[src/rtl/drw_pkg.sv]
// Shared definitions for the drawing VRAM controllers: FSM encoding,
// AXI constants and the ARGB8888 pixel width.
package drw_pkg;

  localparam int PIX_W = 32;

  localparam logic [2:0] AXSIZE_4B   = 3'b010;
  localparam logic [1:0] RESP_OKAY   = 2'b00;
  localparam logic [1:0] RESP_SLVERR = 2'b10;

  typedef enum logic [2:0] {
    S_IDLE    = 3'd0,
    S_SETADDR = 3'd1,
    S_WRITE   = 3'd2,
    S_WAITB   = 3'd3,
    S_WAIT    = 3'd4
  } state_t;

endpackage

[src/rtl/drw_vramctrl_wr_if.sv]
// AXI4 write-channel bundle (AW/W/B) between the VRAM write controller
// and the interconnect.
interface drw_vramctrl_wr_if;
  import drw_pkg::*;

  // Every channel moves one item on a cycle where VALID and READY are both 1;
  // the master holds VALID and its payload stable until that cycle.
  logic             AWREADY;
  logic             AWVALID;
  logic [31:0]      AWADDR;
  logic [7:0]       AWLEN;
  logic [2:0]       AWSIZE;
  logic             WREADY;
  logic             WVALID;
  logic [PIX_W-1:0] WDATA;
  logic [3:0]       WSTRB;
  logic             WLAST;
  logic             BVALID;
  logic             BREADY;
  logic [1:0]       BRESP;

  modport master (
    output AWVALID, AWADDR, AWLEN, AWSIZE,
    output WVALID, WDATA, WSTRB, WLAST,
    output BREADY,
    input  AWREADY, WREADY, BVALID, BRESP
  );

  modport slave (
    input  AWVALID, AWADDR, AWLEN, AWSIZE,
    input  WVALID, WDATA, WSTRB, WLAST,
    input  BREADY,
    output AWREADY, WREADY, BVALID, BRESP
  );

endinterface

[src/rtl/drw_vramctrl_wr.sv]
// Drains the pixel write FIFO into VRAM with one AXI4 write burst at a time.
// Optional BRESP checking is enabled by defining DRW_VRAMCTRL_WR_BRESP_CHK_EN.
module drw_vramctrl_wr
  import drw_pkg::*;
(
    input  logic             ACLK,
    input  logic             ARST,
    input  logic             WRT_FIFO_EMPTY,
    input  logic [PIX_W-1:0] WRT_FIFO_DOUT,
    output logic             WRT_FIFO_RD,
    input  logic             ADDR_VALID,
    input  logic [28:0]      DST_ADDR,
    input  logic [7:0]       DST_LEN,
    input  logic             DST_FIN,
    output logic             DST_COMMIT,
    drw_vramctrl_wr_if.master axi,
    output logic             BUSY,
    output logic             WR_ERR,
    output state_t           DBG_STATE
);

    state_t           state_q, state_d;
    logic [7:0]       cnt_q, cnt_d;
    logic [7:0]       len_q, len_d;
    logic             fin_q, fin_d;

    logic             awvalid, wvalid, wlast, bready, fifo_rd, commit;
    logic [31:0]      awaddr;
    logic [7:0]       awlen;
    logic [PIX_W-1:0] wdata;
    logic             b_hs;

    assign b_hs = (state_q == S_WAITB) && axi.BVALID;

    always_ff @(posedge ACLK or posedge ARST) begin
        if (ARST) begin
            state_q <= S_IDLE;
            cnt_q   <= 8'd0;
            len_q   <= 8'd0;
            fin_q   <= 1'b0;
        end else begin
            state_q <= state_d;
            cnt_q   <= cnt_d;
            len_q   <= len_d;
            fin_q   <= fin_d;
        end
    end

    always_comb begin
        state_d = state_q;
        cnt_d   = cnt_q;
        len_d   = len_q;
        fin_d   = fin_q;
        awvalid = 1'b0;
        awaddr  = 32'd0;
        awlen   = 8'd0;
        wvalid  = 1'b0;
        wdata   = '0;
        wlast   = 1'b0;
        bready  = 1'b0;
        fifo_rd = 1'b0;
        commit  = 1'b0;
        unique case (state_q)
            S_IDLE: begin
                if (ADDR_VALID) state_d = S_SETADDR;
            end
            S_SETADDR: begin
                // mkaddr holds its outputs until DST_COMMIT, so AW is driven straight through
                awvalid = 1'b1;
                awaddr  = {3'b000, DST_ADDR};
                awlen   = DST_LEN;
                if (axi.AWREADY) begin
                    commit  = 1'b1;
                    len_d   = DST_LEN;
                    fin_d   = DST_FIN;
                    cnt_d   = 8'd0;
                    state_d = S_WRITE;
                end
            end
            S_WRITE: begin
                // FWFT head is presented directly; it is popped only on a W handshake
                wvalid  = !WRT_FIFO_EMPTY;
                wdata   = WRT_FIFO_DOUT;
                wlast   = (cnt_q == len_q) && wvalid;
                fifo_rd = wvalid && axi.WREADY;
                if (fifo_rd) begin
                    cnt_d = cnt_q + 8'd1;
                    if (wlast) state_d = S_WAITB;
                end
            end
            S_WAITB: begin
                bready = 1'b1;
                if (axi.BVALID) state_d = fin_q ? S_WAIT : S_SETADDR;
            end
            S_WAIT: begin
                // wait for mkaddr to drop its valid so a stale one does not restart us
                if (!ADDR_VALID) state_d = S_IDLE;
            end
            default: state_d = S_IDLE;
        endcase
    end

    assign axi.AWVALID = awvalid;
    assign axi.AWADDR  = awaddr;
    assign axi.AWLEN   = awlen;
    assign axi.AWSIZE  = AXSIZE_4B;
    assign axi.WVALID  = wvalid;
    assign axi.WDATA   = wdata;
    assign axi.WSTRB   = 4'hF;
    assign axi.WLAST   = wlast;
    assign axi.BREADY  = bready;
    assign WRT_FIFO_RD = fifo_rd;
    assign DST_COMMIT  = commit;
    assign BUSY        = (state_q != S_IDLE);
    assign DBG_STATE   = state_q;

`ifdef DRW_VRAMCTRL_WR_BRESP_CHK_EN
    logic        err_q, err_d;
    logic [15:0] err_cnt_q, err_cnt_d;

    always_comb begin
        err_d     = err_q;
        err_cnt_d = err_cnt_q;
        if (b_hs && (axi.BRESP != RESP_OKAY)) begin
            err_d = 1'b1;
            if (err_cnt_q != 16'hFFFF) err_cnt_d = err_cnt_q + 16'd1;
        end
    end

    always_ff @(posedge ACLK or posedge ARST) begin
        if (ARST) begin
            err_q     <= 1'b0;
            err_cnt_q <= 16'd0;
        end else begin
            err_q     <= err_d;
            err_cnt_q <= err_cnt_d;
        end
    end

    assign WR_ERR = err_q;
`else
    logic unused_bresp;
    assign unused_bresp = ^{axi.BRESP, b_hs};
    assign WR_ERR       = 1'b0;
`endif

endmodule

[src/flat_wrapper.sv]
// flat-port wrapper written by rule: the top's interface ports become plain ports
module drw_vramctrl_wr_flat import drw_pkg::*;
  (ACLK, ARST, WRT_FIFO_EMPTY, WRT_FIFO_DOUT, WRT_FIFO_RD, ADDR_VALID, DST_ADDR, DST_LEN, DST_FIN, DST_COMMIT, BUSY, WR_ERR, DBG_STATE, axi_AWVALID, axi_AWADDR, axi_AWLEN, axi_AWSIZE, axi_WVALID, axi_WDATA, axi_WSTRB, axi_WLAST, axi_BREADY, axi_AWREADY, axi_WREADY, axi_BVALID, axi_BRESP);
  drw_vramctrl_wr_if axi_i ();
  input  logic ACLK;
  input  logic ARST;
  input  logic WRT_FIFO_EMPTY;
  input  logic [PIX_W-1:0] WRT_FIFO_DOUT;
  output logic WRT_FIFO_RD;
  input  logic ADDR_VALID;
  input  logic [28:0] DST_ADDR;
  input  logic [7:0] DST_LEN;
  input  logic DST_FIN;
  output logic DST_COMMIT;
  output logic BUSY;
  output logic WR_ERR;
  output state_t DBG_STATE;
  output wire logic [$bits(axi_i.AWVALID)-1:0] axi_AWVALID;
  output wire logic [$bits(axi_i.AWADDR)-1:0] axi_AWADDR;
  output wire logic [$bits(axi_i.AWLEN)-1:0] axi_AWLEN;
  output wire logic [$bits(axi_i.AWSIZE)-1:0] axi_AWSIZE;
  output wire logic [$bits(axi_i.WVALID)-1:0] axi_WVALID;
  output wire logic [$bits(axi_i.WDATA)-1:0] axi_WDATA;
  output wire logic [$bits(axi_i.WSTRB)-1:0] axi_WSTRB;
  output wire logic [$bits(axi_i.WLAST)-1:0] axi_WLAST;
  output wire logic [$bits(axi_i.BREADY)-1:0] axi_BREADY;
  input wire logic [$bits(axi_i.AWREADY)-1:0] axi_AWREADY;
  input wire logic [$bits(axi_i.WREADY)-1:0] axi_WREADY;
  input wire logic [$bits(axi_i.BVALID)-1:0] axi_BVALID;
  input wire logic [$bits(axi_i.BRESP)-1:0] axi_BRESP;
  assign axi_AWVALID = axi_i.AWVALID;
  assign axi_AWADDR = axi_i.AWADDR;
  assign axi_AWLEN = axi_i.AWLEN;
  assign axi_AWSIZE = axi_i.AWSIZE;
  assign axi_WVALID = axi_i.WVALID;
  assign axi_WDATA = axi_i.WDATA;
  assign axi_WSTRB = axi_i.WSTRB;
  assign axi_WLAST = axi_i.WLAST;
  assign axi_BREADY = axi_i.BREADY;
  assign axi_i.AWREADY = axi_AWREADY;
  assign axi_i.WREADY = axi_WREADY;
  assign axi_i.BVALID = axi_BVALID;
  assign axi_i.BRESP = axi_BRESP;
  drw_vramctrl_wr u_core (.ACLK(ACLK), .ARST(ARST), .WRT_FIFO_EMPTY(WRT_FIFO_EMPTY), .WRT_FIFO_DOUT(WRT_FIFO_DOUT), .WRT_FIFO_RD(WRT_FIFO_RD), .ADDR_VALID(ADDR_VALID), .DST_ADDR(DST_ADDR), .DST_LEN(DST_LEN), .DST_FIN(DST_FIN), .DST_COMMIT(DST_COMMIT), .axi(axi_i), .BUSY(BUSY), .WR_ERR(WR_ERR), .DBG_STATE(DBG_STATE));
endmodule
[config.mk]
export PLATFORM = sky130hd
export DESIGN_NAME = drw_vramctrl_wr_flat
export DESIGN_NICKNAME = d
export VERILOG_FILES = /design/src/rtl/drw_pkg.sv /design/src/rtl/drw_vramctrl_wr_if.sv /design/src/rtl/drw_vramctrl_wr.sv /design/src/flat_wrapper.sv
export SDC_FILE = /design/constraint.sdc
export NUM_CORES = 1
export LEC_CHECK = 0
export ABC_AREA = 1
export CORE_ASPECT_RATIO = 1.1
export CORE_MARGIN = 2
export CORE_UTILIZATION = 30
export CTS_CLUSTER_DIAMETER = 40
export DETAILED_ROUTE_END_ITERATION = 6
export PLACE_DENSITY_LB_ADDON = 0.1
export SYNTH_ARGS = -nofsm -noshare
export SYNTH_HDL_FRONTEND = slang
export SYNTH_SLANG_ARGS = --single-unit
export TNS_END_PERCENT = 1
[constraint.sdc]
create_clock -name ACLK -period 2.4 [get_ports ACLK]
set_input_delay 0.36 -clock ACLK [delete_from_list [all_inputs] [get_ports ACLK]]
set_output_delay 0.36 -clock ACLK [all_outputs]
set_load 0.03 [all_outputs]
# After elaboration in Yosys (flattened, before gate mapping)
# Cells that the tools add are included.
[classes]
eq_ne = 11
bitwise = 0
n_div = 0
magnitude_cmp = 0
n_mul = 0
n_addsub = 1
shifts = 0
reduce_logical = 9
muxes = 21
[ops]
columns = ["op", "n"]
rows = [
  ["two-way mux 32 bit", 1],
  ["two-way mux 29 bit", 1],
  ["two-way mux 8 bit", 3],
  ["two-way mux 3 bit", 7],
  ["case mux 8 bit (2 select lines)", 1],
  ["case mux 3 bit (5 select lines)", 1],
  ["adder 8 x 1 -> 8 bit, second input constant", 1],
  ["== test 8 bit", 1],
  ["!= test 2 bit, second input constant", 4],
  ["two-way mux 1 bit", 7],
  ["== test 3 x 2 -> 1 bit, second input constant", 2],
  ["AND reduction 6 bit", 1],
  ["!= test 2 x 1 -> 1 bit, second input constant", 2],
  ["== test 3 x 1 -> 1 bit, second input constant", 1],
  ["== test 3 bit, second input constant", 1],
  ["zero test 3 bit", 1],
  ["AND reduction 3 bit", 1],
  ["nonzero test 3 bit", 1],
  ["logical AND 1 bit", 2],
  ["AND reduction 2 bit", 1],
  ["nonzero test 2 bit", 1],
  ["zero test 1 bit", 1],
]
[totals]
memories = 0
latch_bits = 0
inputBits = 79
register_bits = 20
out_inout_bits = 90
romBits = 0
elab_cells = 46
mem_bits_rw = 0

# Depth between registers and ports, before layout
# Gate-level depths: netlist of the first run.
[logic_depth]
word_depth = 5
depth_mapped = 11
depth_no_buf = 11

# Least setup slack after synthesis of the first run
# OpenSTA, ideal clock, no wires.
[synth_path]
path_kind = "register to output"
start = "register u_core.state_q[2] (netlist: u_core.DBG_STATE[2])"
end = "output port axi_AWADDR[15]"
t_required_ps = 2040
path_stages_with_launch = 7
setup_slack_ps = -162
path_buffers = 3
arrival_ps = 2202
path_cell_list = "dfrtp_1 buf_2 nor3_2 inv_2 clkbuf_1 clkbuf_1 nor2_1"
[synth_via]
elab_chain_len = 2
[synth_lines]
columns = ["element", "line_no", "source"]
rows = [
  ["from (decl)", "drw_vramctrl_wr.sv:22", "state_t state_q, state_d;"],
  ["from (signal assigned)", "drw_vramctrl_wr.sv:42", "state_q <= state_d;"],
  ["== test 3 x 1 -> 1 bit", "drw_vramctrl_wr.sv:63", "unique case (state_q)"],
  ["two-way mux 29 bit", "drw_vramctrl_wr.sv:63", ""],
  ["to (decl)", "flat_wrapper.sv:19", "output wire logic [$bits(axi_i.AWADDR)-1:0] axi_AWADDR;"],
]
# Every way passes these cells.

# Final worst setup path of the first run
[layout_path]
start = "register u_core.state_q[1] (netlist: u_core.DBG_STATE[1])"
end = "output port axi_BREADY"
[layout_via]
elab_chain_len = 2
[layout_lines]
columns = ["element", "line_no", "source"]
rows = [
  ["== test 3 x 2 -> 1 bit", "drw_vramctrl_wr.sv:63", ""],
  ["two-way mux 1 bit", "drw_vramctrl_wr.sv:63", ""],
  ["to (decl)", "flat_wrapper.sv:26", "output wire logic [$bits(axi_i.BREADY)-1:0] axi_BREADY;"],
]
# Every way passes these cells.

==> impl_metrics.ini, run 1 <==
[placement]
placedCellCount = 544
gp_congestion = 0.789
place_hpwl_mm = 4.47
pre_cts_slack_ns = 0.225
io_buffers = 155

[global_routing]
antenna_found_initial = 0
grt_pass1_vias = 2129
globalRoute.totalOverflow = 0
grt_max_degree = 41
grt.total_usage_pct = 16.2
grt_pass1_wl_mm = 9.07

[worst_setup_path]
crit_chain = buf_4 > inv_2 > nor3_1 > clkdlybuf4s50_1
critical_path_arrival_ns = 1.82
endpoint_kind = output pin
crit_slowest_cell = clkdlybuf4s50_1
worstSetupPathType = flip-flop to output pin
r2r-start = u_core.DBG_STATE[1]$_DFFE_PP0P_
path_max_fanout = 5
crit_family = buffers and inverters
startpoint = u_core.DBG_STATE[1]$_DFFE_PP0P_
worst_setup_path_start_kind = flip-flop
slowest_delay_ns = 0.72
reg2regPathDepth = 9
worstPathRequired_ns = 2.04
path_buf_inv = 3
r2r_slack_ns = 0.51
rr_endpoint = u_core.cnt_q[2]$_DFFE_PP0P_

[power_and_ir_drop]
p_per_area_nw_per_um2 = 953
ir_worst_vdd_uv = 514
p_leak_nw = 2.42

[timing]
finalHoldViolCount = 0
tightest_slew_ns = 0.757
period_share_pct = 90.7
finalCriticalPeriod_ns = 2.18
fmax_ghz = 0.459
holdWs_ns = 0.520
fin_setup_tns_ns = 0
timing.final.ws_setup_ns = 0.223
rsz0062_at_grt = false
relSlewSlack_pct = 49.5
finClkSkew_ns = 0.00395
timing.final.max_slew_violations = 0
final-setup-viol-count = 0

[finish]
register_area_um2 = 500
multi_input_area_um2 = 848
nFillCells = 562
final_util_pct = 59.3
diodes = 0
drive_above_1_share_pct = 12.6
area_delta_synth_final_pct = 90.8
fin_cells = 547
final_net_count = 552

[clock_tree]
cts_buffers = 3
cts_buffer_depth = 2
insertion_delay_ns = 0.25
htreeDepth = 1
cts_tree = built
clockRootBuffer = clkbuf_8
holdBufCountCts = 0
cts.sinks = 20
clkTransAtPathRegs_ns = 0.07

[floorplan]
core_um2 = 5810
dieArea_um2 = 6650
fp.dieW_um = 77.9
io_pins = 169
initial_utilization_pct = 31.1
die_y_um = 85.3
rows = 29

[detailed_routing]
drc = 0
drt-vias-per-instance = 4.10
routed_wl_mm = 5.51
wire_per_inst_um = 10.1
drtAntennaViolNets = 0
vias = 2245
drtIter0Drc = 87
drt-pass1-iter-count = 4

[synth]
synth_top_area_share_pct = 27.7
synth_top_area_cell = dfrtp_1
synth.cell_area_um2 = 1800
yosysWarnings = 0
synth-async-reset-ratio_pct = 100
ys_ff_latch = 20
syn_avg_cell_area_um2 = 5.66
synth-seq-area-share_pct = 27.7
yosysUniqueCellTypes = 29
synth_edf_count = 0
synth_cells = 319
ys.flop_type = dfrtp_1
synthTopCellsByArea = dfrtp_1 (28%), inv_1 (19%), nor2_1 (16%)

[job]
drv_cap = 0

[min_path]
min_path_cells = 2
hp-class = flip-flop to flip-flop
min_from = u_core.len_q[2]$_DFFE_PP0P_
worstHoldEndpoint = u_core.len_q[2]$_DFFE_PP0P_

[run_status]
status = complete, no violations
==> what timing repair did <==
action                                 4_1_cts  5_1_grt
endpoints found under the hold margin        0        0
setup endpoints to repair                   37       36
resized for setup                            2       36
setup buffers                                0        0
==> layout make-up <==
| class | count | area share, % |
|---|---|---|
| Clock buffer | 3 | 1.20 |
| Inverter | 97 | 10.7 |
| Multi-Input combinational cell | 190 | 24.6 |
| Sequential cell | 20 | 14.5 |
| Tap cell | 77 | 2.80 |
| Timing Repair Buffer | 160 | 46.1 |
==> cell families after synthesis <==
logic type	synth area share, %
other cells	0.416
buf+inv	27.5
fa+ha+maj	0.693
compound gates	7.00
simple gates	35.2
xor+xnor	1.46
flops	27.7
==> cells in the final DEF, fill, tap and decap left out, drive strengths merged <==
| master | netlist | routed |
|---|---|---|
| or2 | 2 | 2 |
| xor2 | 3 | 3 |
| nor4 | 1 | 1 |
| nand2 | 45 | 45 |
| conb | 2 | 11 |
| nor2 | 80 | 80 |
| o21ai | 20 | 20 |
| nand3 | 14 | 14 |
| ha | 1 | 1 |
| nor3 | 4 | 4 |
| buf | 16 | 41 |
| nand4 | 5 | 5 |
| clkinv | 1 | 1 |
| a21oi | 3 | 3 |
| dlygate4sd2 | 0 | 1 |
| clkdlybuf4s50 | 0 | 82 |
| clkbuf | 5 | 3 |
| dfrtp | 20 | 20 |
| dlymetal6s2s | 0 | 36 |
| o21a | 1 | 1 |
| inv | 96 | 96 |
==> how the worst max path moves through the flow <==
| stage | to | slack, ns | depth (start not counted) |
|---|---|---|---|
| 3_5_place_dp | axi_AWADDR[19] | 0.22 | 4 |
| 2_1_floorplan | axi_AWADDR[15] | 0.004 | 6 |
| 5_1_grt | axi_BREADY | 0.07 | 4 |
| 3_3_place_gp | axi_AWLEN[2] | 0.23 | 4 |
| 4_1_cts | axi_AWADDR[19] | 0.05 | 4 |
| 6_report | axi_BREADY | 0.22 | 4 |
==> metal layers <==
| metal | part of all wire (%) | track usage, % | up-vias |
|---|---|---|---|
| li1 | - | - | 1192 |
| met1 | 38 | 17.1 | 925 |
| met2 | 49 | 30.2 | 123 |
| met3 | 12 | 6.06 | 5 |
| met4 | 0.89 | 3.83 | 0 |
| met5 | 0 | 0 | - |
==> power breakdown <==
group          internal, mW  total (mW)  switching (mW)  leakage [nW]
Sequential            0.450       0.528          0.0782         0.261
Combinational         0.923        2.54            1.61          2.14
Clock                 0.112       0.213           0.102        0.0216
Total                  1.48        3.28            1.79          2.42
==> tightest hold or removal path: stages (launching register included) <==
cell and delay [ns]:
dfrtp_1 0.36, nand2_1 0.06, o21ai_1 0.06
==> synthesized netlist by cell type, types with 3 or more instances <==
cell type,count
dfrtp_1,20
nand4_1,5
o21ai_0,9
xor2_1,3
nand2_1,44
a21oi_1,3
nor2_1,79
buf_4,11
nand3_1,13
inv_2,6
clkbuf_1,5
o21ai_1,10
inv_1,90
==> flip-flops by register name, summed over array words and instances (netlist names) <==
register	flops
u_core.DBG_STATE	3
u_core.cnt_q	8
u_core.fin_q	1
u_core.len_q	8
==> metrics by stage <==
| step | power [mW] | area, um2 |
|---|---|---|
| 3_3_place_gp | 3.12 | 3310 |
| 2_1_floorplan | 2.18 | 1840 |
| 5_1_grt | 3.54 | 3440 |
| 6_report | 3.28 | 3440 |
| 3_5_place_dp | 3.13 | 3310 |
| 4_1_cts | 3.36 | 3350 |
Note: power is estimated with default switching activity, not from simulation.
==> run 2: changes to the inputs <==
--- a/config.mk
+++ b/config.mk
@@ -7,7 +7,6 @@
 export LEC_CHECK = 0
 export ABC_AREA = 1
 export CORE_ASPECT_RATIO = 1.1
-export CORE_MARGIN = 2
 export CORE_UTILIZATION = 30
 export CTS_CLUSTER_DIAMETER = 40
 export DETAILED_ROUTE_END_ITERATION = 6
==> run 2 against run 1 <==
  * Via count down 0.13%
  * Register-to-register slack better by 0.04 ns
  * Worst hold slack about the same
  * Non-clock buffer count unchanged
  * Count of clock-buffer cells in the layout up 1
  * Cell area up 0.51%
  * Routed wire length down 6.8%
  * Sequential share of layout area down 0.074 points
  * Clock skew down 0.0029 ns
==> impl_metrics.ini, run 2 (synthesized netlist as in run 1, its figures left out) <==
[power_and_ir_drop]
p_per_area_nw_per_um2 = 958
ir_worst_vdd_uv = 545
p_leak_nw = 2.44

[clock_tree]
cts.sinks = 20
cts_setup_buffers = 0
cts_buffers = 3
htreeDepth = 1
cts_resized = 1
cts_buffer_depth = 2
insertion_delay_ns = 0.26
holdBufCountCts = 0
clkTransAtPathRegs_ns = 0.07
cts_tree = built
clockRootBuffer = clkbuf_8

[global_routing]
antenna_found_initial = 0
grt_pass1_vias = 2070
grt_pass1_wl_mm = 8.80
grt_most_used_layer = met2
globalRoute.totalOverflow = 0
gr-usage-met2_pct = 30.6
grt_max_degree = 41
use_met3_pct = 4.18
grt.total_usage_pct = 16.6
use_met1_pct = 19.0

[placement]
place_hpwl_mm = 4.18
pre_cts_slack_ns = 0.204
io_buffers = 155
gp_congestion = 0.803
postPlaceCellArea_um2 = 3310

[timing]
tightest_slew_ns = 0.730
timing.final.max_slew_violations = 0
fin_setup_tns_ns = 0
fmax_ghz = 0.459
relSlewSlack_pct = 51.3
timing.final.ws_setup_ns = 0.223
final-setup-viol-count = 0
finalCriticalPeriod_ns = 2.18
finClkSkew_ns = 0.00104
finalHoldViolCount = 0
period_share_pct = 90.7
rsz0062_at_grt = false

[detailed_routing]
drt-vias-per-instance = 4.09
drtIter0Drc = 60
drc = 0
vias = 2242
drtAntennaViolNets = 0
routed_wl_mm = 5.13
drt-pass1-iter-count = 4
wire_per_inst_um = 9.36

[worst_setup_path]
worstPathRequired_ns = 2.04
worstSetupPathType = flip-flop to output pin
endpoint_kind = output pin
path_max_fanout = 7
worst_setup_path_start_kind = flip-flop
critical_path_arrival_ns = 1.82

[finish]
final_cell_area_um2 = 3460
final_cell_mix = inv_1 (90), clkdlybuf4s50_1 (82), nor2_1 (79), nand2_1 (44), buf_4 (41)
final_common_cell = inv_1
nFillCells = 524
drive_above_1_share_pct = 12.7
diodes = 0
area_delta_synth_final_pct = 91.7
final_net_count = 552
final_util_pct = 60.0

[floorplan]
die_y_um = 83.3
dieArea_um2 = 6330
fp.dieW_um = 75.9
initial_utilization_pct = 31.3
core_um2 = 5770
io_pins = 169
rows = 29

[run_status]
status = complete, no violations

[job]
drv_cap = 0

[min_path]
hp-class = input pin to asynchronous set/reset pin
==> run 2: cell types whose count changed in the layout (fill, tap and decap cells not counted), sizes merged <==
cell / delta
dlymetal6s2s: +1
dlygate4sd2: -1
clkbuf: +1
==> run 2: cell type report <==
type	count	area, um2	area share (%)
timing repair buffer	160	1590	46.0
clock buffer	4	55.1	1.59
multi-input combinational	190	848	24.5
tap	77	96.3	2.78
sequential	20	500	14.5
inverter	97	368	10.6
==> run 2: worst max-delay path, stage by stage (launching register included) <==
cell and delay, ns:
dfrtp_1 0.41, buf_4 0.17, nor3_1 0.24, clkdlybuf4s50_1 0.73
==> run 2: worst paths after layout <==
path,from,end,slack [ns],depth (start not counted)
min,ARST,u_core.len_q[1]$_DFFE_PP0P_,0.52,2
max,u_core.DBG_STATE[2]$_DFFE_PP0P_,axi_BREADY,0.22,3
max in group asynchronous,ARST,u_core.cnt_q[6]$_DFFE_PP0P_,1.42,2
max reg2reg,u_core.DBG_STATE[1]$_DFFE_PP0P_,u_core.cnt_q[2]$_DFFE_PP0P_,0.55,9
min in group ACLK,u_core.len_q[2]$_DFFE_PP0P_,u_core.len_q[2]$_DFFE_PP0P_,0.52,2
min reg2reg,u_core.len_q[2]$_DFFE_PP0P_,u_core.len_q[2]$_DFFE_PP0P_,0.52,2
==> run 2: per-stage QoR <==
step | power [mW] | cells | hold slack, ns
2_1_floorplan | 2.18 | 328 | 0.324
3_3_place_gp | 3.11 | 544 | 0.500
3_5_place_dp | 3.12 | 544 | 0.502
4_1_cts | 3.39 | 548 | 0.520
5_1_grt | 3.57 | 548 | 0.549
6_report | 3.31 | 548 | 0.520
==> run 2: power by group <==
| part | leakage [nW] | internal (mW) | switching, mW |
|---|---|---|---|
| Sequential | 0.261 | 0.450 | 0.0778 |
| Combinational | 2.15 | 0.926 | 1.60 |
| Clock | 0.0288 | 0.146 | 0.109 |
==> run 2: routing by layer <==
metal	share of wire [%]	wire, um	up-vias
li1	-	-	1194
met1	41	2090	931
met2	49	2500	112
met3	9.5	489	5
met4	0.96	49	0
met5	0	0	-
